[src/rtl/uart_tx_arbiter.sv]
`default_nettype none
// +--------------------------------------------------------------------------+
// | Module   : uart_tx_arbiter                                               |
// | Purpose  : Shares one UartTx byte transmitter among NREQ requesters.     |
// |            Round-robin arbitration happens only at packet boundaries,    |
// |            so packets never interleave on the serial line. A grant is    |
// |            also released after HOLD_MAX bytes or IDLE_TO idle cycles.    |
// | Ports    : clk, rst        clock, async active-high reset                |
// |            req_valid/data/last/ready  per-requester byte stream         |
// |            tx_we, tx_data  registered write strobe/byte to UartTx        |
// |            tx_ready        UartTx ready                                  |
// |            grant_vld, grant_id  current grant                            |
// |            forced          pulse when a grant is released without LAST   |
// | Revision : 1.0  initial release                                          |
// +--------------------------------------------------------------------------+
module uart_tx_arbiter #(
  parameter int NREQ     = 4,
  parameter int HOLD_MAX = 64,
  parameter int IDLE_TO  = 0
) (
  input  logic              clk,
  input  logic              rst,
  input  logic [NREQ-1:0]   req_valid,
  input  logic [8*NREQ-1:0] req_data,
  input  logic [NREQ-1:0]   req_last,
  output logic [NREQ-1:0]   req_ready,
  output logic              tx_we,
  output logic [7:0]        tx_data,
  input  logic              tx_ready,
  output logic              grant_vld,
  output logic [2:0]        grant_id,
  output logic              forced
);

  localparam int c_id_w   = $clog2(NREQ);
  localparam int c_bcnt_w = (HOLD_MAX > 0) ? $clog2(HOLD_MAX + 1) : 1;
  localparam int c_icnt_w = (IDLE_TO > 0) ? $clog2(IDLE_TO + 1) : 1;

  localparam logic [c_id_w-1:0]   c_last_id   = c_id_w'(NREQ - 1);
  localparam logic [c_bcnt_w-1:0] c_hold_max  = c_bcnt_w'(HOLD_MAX);
  localparam logic [c_icnt_w-1:0] c_idle_last = c_icnt_w'((IDLE_TO > 0) ? IDLE_TO - 1 : 0);

  typedef enum logic [1:0] {
    ST_ARB       = 2'd0,
    ST_SEND      = 2'd1,
    ST_WAIT_ACK  = 2'd2,
    ST_WAIT_DONE = 2'd3
  } state_t;

  state_t              state_q, state_d;
  logic [c_id_w-1:0]   ptr_q, ptr_d;
  logic [c_id_w-1:0]   gid_q, gid_d;
  logic                gvld_q, gvld_d;
  logic                tx_we_q, tx_we_d;
  logic [7:0]          tx_data_q, tx_data_d;
  logic                forced_q, forced_d;
  logic                last_q, last_d;
  logic [c_bcnt_w-1:0] bcnt_q, bcnt_d;
  logic [c_icnt_w-1:0] icnt_q, icnt_d;

  // Round-robin scan: first valid requester starting at ptr_q.
  logic [c_id_w:0]   scan_sum;
  logic [c_id_w-1:0] scan_idx;
  logic [c_id_w-1:0] pick_id;
  logic              scan_found;

  always_comb begin
    scan_found = 1'b0;
    pick_id    = ptr_q;
    scan_sum   = '0;
    scan_idx   = '0;
    for (int i = 0; i < NREQ; i++) begin
      scan_sum = {1'b0, ptr_q} + (c_id_w + 1)'(i);
      if (scan_sum >= (c_id_w + 1)'(NREQ)) begin
        scan_sum = scan_sum - (c_id_w + 1)'(NREQ);
      end
      scan_idx = scan_sum[c_id_w-1:0];
      if (!scan_found && req_valid[scan_idx]) begin
        scan_found = 1'b1;
        pick_id    = scan_idx;
      end
    end
  end

  // Byte stream of the granted requester.
  logic       sel_valid;
  logic       sel_last;
  logic [7:0] sel_data;

  always_comb begin
    sel_valid = 1'b0;
    sel_last  = 1'b0;
    sel_data  = '0;
    for (int i = 0; i < NREQ; i++) begin
      if (gid_q == c_id_w'(i)) begin
        sel_valid = req_valid[i];
        sel_last  = req_last[i];
        sel_data  = req_data[8*i +: 8];
      end
    end
  end

  logic              accept;
  logic              hold_hit;
  logic [c_id_w-1:0] gid_next;

  assign accept   = (state_q == ST_SEND) && tx_ready && sel_valid && !rst;
  assign hold_hit = (HOLD_MAX != 0) && (bcnt_q == c_hold_max);
  // The releasing requester becomes lowest priority for the next scan.
  assign gid_next = (gid_q == c_last_id) ? '0 : gid_q + c_id_w'(1);

  always_comb begin
    state_d   = state_q;
    ptr_d     = ptr_q;
    gid_d     = gid_q;
    gvld_d    = gvld_q;
    tx_we_d   = 1'b0;
    tx_data_d = tx_data_q;
    forced_d  = 1'b0;
    last_d    = last_q;
    bcnt_d    = bcnt_q;
    icnt_d    = icnt_q;
    req_ready = '0;

    for (int i = 0; i < NREQ; i++) begin
      req_ready[i] = accept && (gid_q == c_id_w'(i));
    end

    case (state_q)
      ST_ARB: begin
        gvld_d = 1'b0;
        if (scan_found) begin
          gid_d   = pick_id;
          gvld_d  = 1'b1;
          bcnt_d  = '0;
          icnt_d  = '0;
          last_d  = 1'b0;
          state_d = ST_SEND;
        end
      end

      ST_SEND: begin
        if (accept) begin
          tx_data_d = sel_data;
          tx_we_d   = 1'b1;
          last_d    = sel_last;
          bcnt_d    = (bcnt_q == '1) ? bcnt_q : bcnt_q + c_bcnt_w'(1);
          icnt_d    = '0;
          state_d   = ST_WAIT_ACK;
        end else if (!sel_valid && (IDLE_TO != 0)) begin
          // Idle only counts cycles where the granted requester has no byte.
          if (icnt_q == c_idle_last) begin
            ptr_d    = gid_next;
            gvld_d   = 1'b0;
            forced_d = 1'b1;
            state_d  = ST_ARB;
          end else begin
            icnt_d = icnt_q + c_icnt_w'(1);
          end
        end
      end

      ST_WAIT_ACK: begin
        // UartTx drops READY the cycle after WE; wait for that to be sure
        // the byte was taken before looking for READY to return.
        if (!tx_ready) begin
          state_d = ST_WAIT_DONE;
        end
      end

      ST_WAIT_DONE: begin
        if (tx_ready) begin
          if (last_q || hold_hit) begin
            ptr_d    = gid_next;
            gvld_d   = 1'b0;
            forced_d = !last_q;
            state_d  = ST_ARB;
          end else begin
            state_d = ST_SEND;
          end
        end
      end

      default: begin
        state_d = ST_ARB;
        gvld_d  = 1'b0;
      end
    endcase
  end

  always_ff @(posedge clk or posedge rst) begin
    if (rst) begin
      state_q   <= ST_ARB;
      ptr_q     <= '0;
      gid_q     <= '0;
      gvld_q    <= 1'b0;
      tx_we_q   <= 1'b0;
      tx_data_q <= '0;
      forced_q  <= 1'b0;
      last_q    <= 1'b0;
      bcnt_q    <= '0;
      icnt_q    <= '0;
    end else begin
      state_q   <= state_d;
      ptr_q     <= ptr_d;
      gid_q     <= gid_d;
      gvld_q    <= gvld_d;
      tx_we_q   <= tx_we_d;
      tx_data_q <= tx_data_d;
      forced_q  <= forced_d;
      last_q    <= last_d;
      bcnt_q    <= bcnt_d;
      icnt_q    <= icnt_d;
    end
  end

  assign tx_we     = tx_we_q;
  assign tx_data   = tx_data_q;
  assign grant_vld = gvld_q;
  assign grant_id  = 3'(gid_q);
  assign forced    = forced_q;

endmodule
`default_nettype wire

[config.mk]
export PLATFORM = sky130hd
export DESIGN_NAME = uart_tx_arbiter
export DESIGN_NICKNAME = d
export VERILOG_FILES = /design/src/rtl/uart_tx_arbiter.sv
export SDC_FILE = /design/constraint.sdc
export NUM_CORES = 1
export LEC_CHECK = 0
export BUFFER_PORTS_ARGS = -buffer_cell sky130_fd_sc_hd__buf_2
export CAP_MARGIN = 20
export CORE_ASPECT_RATIO = 0.5
export CORE_MARGIN = 3
export CORE_UTILIZATION = 46
export CTS_CLUSTER_DIAMETER = 200
export DETAILED_ROUTE_END_ITERATION = 6
export GPL_TIMING_DRIVEN = 1
export PLACE_DENSITY_LB_ADDON = 0.08
export SYNTH_ARGS = -nofsm -noshare
export SYNTH_HDL_FRONTEND = slang
export SYNTH_SLANG_ARGS = --single-unit
[constraint.sdc]
create_clock -name clk -period 2.1 [get_ports clk]
set_input_delay 0.525 -clock clk [delete_from_list [all_inputs] [get_ports clk]]
set_output_delay 0.525 -clock clk [all_outputs]
set_load 0.005 [all_outputs]
==> results.toml, run 1 <==
[cells_and_area]
area_growth_pct = 31.3
fin_cells = 337
nFillCells = 329
drive_gt1_share_pct = 37.1
final_cell_mix = "58 x buf_2, 23 x nor2_1, 23 x dfrtp_1"
fin_nets = 341
layout_commonest_cell = "buf_2"
multiInputGateArea_um2 = 1100
antenna_cells = 0
ff_latch_area_um2 = 628

[setup_path]
r2r-start = "gid_q[0]"
r2r_slack_ns = 0.11
r2r_cells = 8
worstSetupStartpointType = "register"
cp.required_ns = 1.57
crit_fanout = 4
crit_path_end_kind = "output pin"
r2r_end = "last_q"
arrival_ns = 1.66
worstSetupPathType = "reg2out"

[placed_design]
gp_congestion = 0.837
pre_cts_slack_ns = 0.0387
io_buffers = 59
dp_cells = 328
dp_hpwl_um = 3760

[floorplanning]
ios = 61
die-area_um2 = 4760
row_count = 15
coreArea_um2 = 3600
initial_core_util_pct = 50.2
fp.dieH_um = 50.3
dieWidth_um = 94.7

[timing]
finalMaxSlewViolations = 0
rsz0062_at_grt = "true"
fin_ws_ns = -0.0857
finalSetupViolations = 3
clock_skew_ns = 0.00710
min_period_over_period_pct = 104
max_freq_ghz = 0.458
period_minus_slack_ns = 2.19
hold_viol = 0

[worst_hold_path]
min_path_type = "in2async"

[yosys]
syn_nets = 271
synth-main-ff-cell = "dfrtp_1"
synth_area_leaders = "dfrtp_1 35%, ha_1 7.6%, a21oi_1 6.6%, nor2_1 4.8%, nand2_1 4.6%"
synth_top_area_cell = "dfrtp_1"
yosysTopAreaCellShare_pct = 34.6
synth-edff-count = 0
ys_seq_area_share_pct = 34.6
synth_area_um2 = 1810
ys_warn_count = 0
synthCells = 217
yosys.cell_types.count = 50
synthArstFlopShare_pct = 100
synth_area_per_cell_um2 = 8.33
ys_ff_latch = 25

[cts]
cts_num_sinks = 25
htree_levels = 1
clk_latency_ns = 0.27
clk_pin_slew_worst_paths_ns = 0.09
root_buffer = "clkbuf_8"
cts_buffer_depth = 2
cts_tree = "built"
cts_buffers = 3

[global_routing]
grtUsageTotal_pct = 22.2
grt_start_max_net_pins = 26
grt_overflow_total = 0
antenna_found_initial = 0
grt_pass1_vias = 1755
grt_pass1_wl_um = 8240

[run]
drv_cap = 0

[status]
violations = "negative setup slack"
status = "complete, but fails checks"

[detailed_routing]
routedWlPerCell_um = 14.9
ant_nets = 0
drc = 0
drt_iter0_drc = 65
routed_wl_um = 5030
via_per_inst = 5.41
vias = 1822
first_pass_iters = 4

[power_and_ir_drop]
vdd_drop_max_v = 0.000658
power.density_nw_per_um2 = 1170
p_leak_nw = 1.17
power_mw = 2.77
## critical path, stage by stage (launching register included)
cell and delay [ns]:
dfrtp_2 0.46, inv_4 0.09, ha_4 0.15, nand2_4 0.05, o311ai_4 0.31, and3_2 0.22
buf_2 0.11
## worst max path at each step
stage,depth (start not counted),endpoint,slack [ns],start
after floorplan,3,req_ready[0],0.04,rst
after global placement,6,req_ready[2],0.09,gid_q[0]
after detailed placement,6,req_ready[1],0.04,gid_q[0]
after CTS,6,req_ready[1],-0.08,gid_q[1]
after global routing,6,req_ready[2],-0.18,gid_q[1]
final,6,req_ready[2],-0.09,gid_q[0]
## state kept, by name, summed over array words and instances, names as in the netlist
name / count
tx_we: 1
grant_vld: 1
last_q: 1
ptr_q: 2
tx_data: 8
forced: 1
bcnt_q: 7
state_q: 2
gid_q: 2
## cell families (layout without fill, tap and decap cells)
logic type	Yosys count	in the layout	share of synthesized area [%]
flip-flops	25	25	34.6
AND/OR/NAND/NOR	74	74	20.3
adder cells (fa/ha/maj)	11	11	7.61
buffers and inverters	33	102	7.68
multiplexers	5	5	3.18
AO/OA/AOI/OAI	68	68	26.4
other	1	1	0.207
## cell type report
cell class / count / share of cell area [%]
clock buffer: 4 / 1.90
multi-input combinational: 159 / 46.4
sequential: 25 / 26.4
timing repair buffer: 76 / 18.8
tap: 51 / 2.69
inverter: 22 / 3.85
## Yosys cell counts (all sizes together), types with 3 or more instances
| library cell | number |
|---|---|
| a211oi | 4 |
| a21oi | 24 |
| a221oi | 9 |
| and3 | 5 |
| buf | 5 |
| clkbuf | 6 |
| dfrtp | 25 |
| ha | 11 |
| inv | 22 |
| mux2 | 3 |
| nand2 | 24 |
| nand2b | 5 |
| nand3 | 3 |
| nor2 | 23 |
| nor3 | 3 |
| o21ai | 14 |
## power by group
group	total, mW	switching [mW]	internal, mW	leakage (nW)
clock	0.288	0.152	0.136	0.0228
sequential	0.833	0.172	0.661	0.313
combinational	1.65	0.863	0.788	0.830
total	2.77	1.19	1.58	1.17
## what timing repair did
item / 4_1_cts / 5_1_grt
pin swaps: 7 / 2
resized for setup: 19 / 1
setup endpoints to repair: 4 / 7
hold buffers: 0 / 0
cloned: 0 / 0
setup buffers: 3 / 2
endpoints found under the hold margin: 0 / 0
## per-stage QoR
step | setup TNS, ns | hold WS, ns | instance area [µm²] | util [%]
global placement | 0 | 0.470 | 2220 | 61.5
CTS | -0.234 | 0.359 | 2360 | 65.4
detailed placement | 0 | 0.465 | 2220 | 61.5
floorplan | 0 | 0.416 | 1810 | -
global route | -0.603 | 0.371 | 2370 | 65.9
finish | -0.234 | 0.353 | 2370 | 65.9
## metal layers
metal | vias to the layer above | wire, µm | track usage (%)
met3 | 9 | 471 | 4.64
met5 | - | 0 | 0
met2 | 75 | 2240 | 37.1
li1 | 900 | - | -
met1 | 838 | 2240 | 28.6
met4 | 0 | 72 | 7.42
Power figures use the tool's default switching activity.
==> inputs of run 2 (changes only) <==
- CTS_BUF_LIST: not set -> sky130_fd_sc_hd__clkbuf_16
==> results.toml, run 2 (synthesized netlist as in run 1, its figures left out) <==
[detailed_routing]
routedWlPerCell_um = 15.0
vias = 1803
drc = 0
ant_nets = 0
first_pass_iters = 4
via_per_inst = 5.35
routed_wl_um = 5070
drt_iter0_drc = 61

[cells_and_area]
fin_util_pct = 67.7
fin_nets = 341
drive_gt1_share_pct = 38.1
area_growth_pct = 34.9
layout_commonest_cell = "buf_2"
stdcell_area_um2 = 2440
multiInputGateArea_um2 = 1130
fin_cells = 337
largest_reg_flops = 8
final_cell_mix = "57 x buf_2, 23 x nor2_1, 23 x dfrtp_1"
antenna_cells = 0
ff_latch_area_um2 = 628
nFillCells = 315

[global_routing]
grt_start_max_net_pins = 26
grt_overflow_total = 0
grt_pass1_wl_um = 8320
grtUsageTotal_pct = 22.0
antenna_found_initial = 0
grt_pass1_vias = 1754

[placed_design]
placed_area_um2 = 2220
io_buffers = 59
gp_congestion = 0.837
dp_hpwl_um = 3760
dp_cells = 328

[cts]
cts_tree = "built"
cts-hold-fix-buffers = 0
clk_pin_slew_worst_paths_ns = 0.07
cts_buffer_depth = 2
clk_latency_ns = 0.26
cts_num_sinks = 25
root_buffer = "clkbuf_16"
cts_buffers = 3
htree_levels = 1

[floorplanning]
die-area_um2 = 4760
ios = 61
row_count = 15
initial_core_util_pct = 50.2
dieWidth_um = 94.7
fp.dieH_um = 50.3
coreArea_um2 = 3600

[setup_path]
crit_start = "gid_q[1]"
r2r-start = "gid_q[0]"
worstSetupPathType = "reg2out"
cp.required_ns = 1.57
worstSetupStartpointType = "register"
crit_fanout = 5
arrival_ns = 1.65
r2r_cells = 9
crit_path_end_kind = "output pin"

[power_and_ir_drop]
power.density_nw_per_um2 = 1210
power_mw = 2.94
p_leak_nw = 1.19
vdd_drop_max_v = 0.000567

[timing]
clock_skew_ns = 0.00579
finalSetupViolations = 3
timing.setup.tns_ns = -0.223
fin_ws_ns = -0.0770
hold_viol = 0
min_period_over_period_pct = 104
rsz0062_at_grt = "true"
period_minus_slack_ns = 2.18
max_freq_ghz = 0.459
finalMaxSlewViolations = 0

[run]
drv_cap = 0

[worst_hold_path]
min_path_type = "in2async"

[status]
violations = "negative setup slack"
status = "complete, but fails checks"
[run 2: repair_timing]
action | in CTS | in global routing
resized for setup | 19 | 7
setup endpoints to repair | 4 | 6
pin swaps | 7 | 2
setup buffers | 2 | 3
[run 2: stage by stage]
stage | worst slack, ns | hold slack [ns]
2_1_floorplan | 0.0440 | 0.416
3_3_place_gp | 0.0919 | 0.470
3_5_place_dp | 0.0387 | 0.465
4_1_cts | -0.0432 | 0.387
5_1_grt | -0.145 | 0.414
6_report | -0.0770 | 0.388
[run 2: area by class of cell]
class	count	share of cell area (%)
multi-input cells	159	46.2
clock inverters	1	0.154
flip-flops and latches	25	25.7
well taps	51	2.62
clock buffers	3	3.08
inverters	22	3.74
repair buffers	76	18.5
[run 2: report_power, final]
group,switching [mW],total [mW],internal [mW]
clock network,0.164,0.419,0.255
registers,0.177,0.839,0.662
logic,0.878,1.69,0.808
[run 2: path summary, 6_finish.rpt]
| check | end | slack [ns] |
|---|---|---|
| worst min-delay path | bcnt_q[0] | 0.39 |
| min in group clk | forced | 0.48 |
| max in group asynchronous | gid_q[1] | 1.43 |
| worst max-delay path | req_ready[2] | -0.08 |
| worst max register to register | bcnt_q[3] | 0.02 |
| worst min register to register | forced | 0.48 |
[run 2: critical path: stages (launching register included)]
cell and delay (ns):
dfrtp_2 0.47, inv_4 0.10, ha_4 0.14, nand2_4 0.05, o311ai_4 0.31, and3_2 0.22, buf_2 0.11
[run 2: layer usage]
metal  part of all wire [%]  global-route usage (%)  wire [µm]
met3                    7.5                    4.34        380
met1                     47                    29.1       2390
met5                      0                       0          0
met4                   0.28                    3.83         14
met2                     45                    37.9       2280
==> inputs of run 3 (changes only) <==
- SETUP_SLACK_MARGIN: not set -> 0.15
==> results.toml, run 3 (synthesized netlist as in run 1, its figures left out) <==
[timing]
fin_ws_ns = -0.0646
min_period_over_period_pct = 103
period_minus_slack_ns = 2.16
finalSetupViolations = 4
clock_skew_ns = 0.00143
rsz0062_at_grt = "true"
hold_viol = 0
max_freq_ghz = 0.462
finalMaxSlewViolations = 0

[placed_design]
gp_congestion = 0.882
placed_area_um2 = 2230
pre_cts_slack_ns = 0.00249
io_buffers = 59
dp_hpwl_um = 3800

[floorplanning]
initial_core_util_pct = 50.2
ios = 61
die-area_um2 = 4760
fp.dieH_um = 50.3
row_count = 15
dieWidth_um = 94.7
coreArea_um2 = 3600

[cts]
clk_pin_slew_worst_paths_ns = 0.06
cts_num_sinks = 25
root_buffer = "clkbuf_16"
cts-hold-fix-buffers = 0
htree_levels = 1
cts_buffers = 3
cts_tree = "built"
cts_buffer_depth = 2
clk_latency_ns = 0.26

[power_and_ir_drop]
vdd_drop_max_v = 0.000621
power.density_nw_per_um2 = 1230
p_leak_nw = 1.27
power_mw = 3.32

[cells_and_area]
layout_commonest_cell = "buf_2"
largest_reg_flops = 8
antenna_cells = 0
final_cell_mix = "56 x buf_2, 23 x dfrtp_1, 22 x nand2_1"
nFillCells = 244
area_growth_pct = 48.9
drive_gt1_share_pct = 46.1
multiInputGateArea_um2 = 1280
fin_nets = 350
stdcell_area_um2 = 2690
ff_latch_area_um2 = 628

[setup_path]
crit_path_end_kind = "output pin"
r2r_cells = 10
r2r_end = "last_q"
r2r-start = "gid_q[0]"
cp_cell_sequence = "inv_4 > ha_4 > nand2_4 > o311ai_4 > and3_4 > buf_6"
crit_fanout = 4
worstSetupStartpointType = "register"
arrival_ns = 1.64
crit_family = "flip-flops"
r2r_slack_ns = -0.01
slowest_stage = "dfrtp_2"
cpPeakStageDelay_ns = 0.46
worstSetupPathType = "reg2out"
critPathBufInv = 2
cp.required_ns = 1.57

[global_routing]
grt_pass1_vias = 1744
grt_start_max_net_pins = 20
grt_pass1_wl_um = 8300
antenna_found_initial = 0
grtUsageTotal_pct = 22.2
grt_overflow_total = 0

[detailed_routing]
drc = 0
routedWlPerCell_um = 16.6
vias = 1939
ant_nets = 0
drt_iter0_drc = 94
via_per_inst = 5.60
first_pass_iters = 4
routed_wl_um = 5740

[status]
violations = "negative setup slack"
status = "complete, but fails checks"

[worst_hold_path]
min_path_type = "in2async"

[run]
drv_cap = 0
[run 3: cell count changes in the layout (fill, tap and decap cells not counted), sizes merged]
cell	previous run	this run
buf	76	85
inv	22	21
clkinv	0	1
[run 3: stage by stage]
stage	utilization (%)	setup TNS, ns	hold slack, ns	cells
after detailed placement	61.9	0	0.466	330
final	74.7	-0.188	0.317	346
after global placement	61.9	0	0.474	330
after floorplan	-	0	0.418	217
after global routing	74.7	-0.572	0.323	346
after CTS	67.4	-0.256	0.304	339
[run 3: final cells by class]
class	instances	area share [%]
Multi-Input combinational cell	159	47.6
Clock inverter	1	0.186
Inverter	22	3.67
Timing Repair Buffer	85	20.0
Sequential cell	25	23.3
Tap cell	51	2.37
Clock buffer	3	2.79
[run 3: worst max-delay path by stage]
stage             start      endpoint  slack [ns]  cells after the start
2_1_floorplan       rst        last_q        0.13                      6
3_3_place_gp   gid_q[0]  req_ready[0]        0.07                      6
3_5_place_dp   gid_q[0]  req_ready[1]       0.002                      6
4_1_cts        gid_q[1]  req_ready[1]       -0.09                      6
5_1_grt        gid_q[1]  req_ready[1]       -0.13                      6
6_report       gid_q[0]  req_ready[1]       -0.06                      6
[run 3: report_power, final]
part           leakage, nW  switching (mW)  internal [mW]  total, mW
sequential           0.313           0.197          0.663      0.860
clock               0.0409           0.167          0.257      0.424
combinational        0.914            1.09          0.943       2.03
total                 1.27            1.45           1.86       3.32
[run 3: tightest hold or removal path: stages]
cell	delay [ns]
buf_2	0.11
clkinvlp_4	0.09
buf_4	0.20
[run 3: repair_timing]
| item | 4_1_cts | 5_1_grt |
|---|---|---|
| pin swaps | 6 | 22 |
| setup buffers | 5 | 7 |
| setup endpoints to repair | 11 | 22 |
| resized for setup | 19 | 42 |
[run 3: layer usage]
metal	vias up	wire, µm	global-route usage (%)
met5	-	0	0
met1	929	2450	28.9
li1	922	-	-
met2	78	2750	37.1
met3	10	438	5.39
met4	0	106	5.74
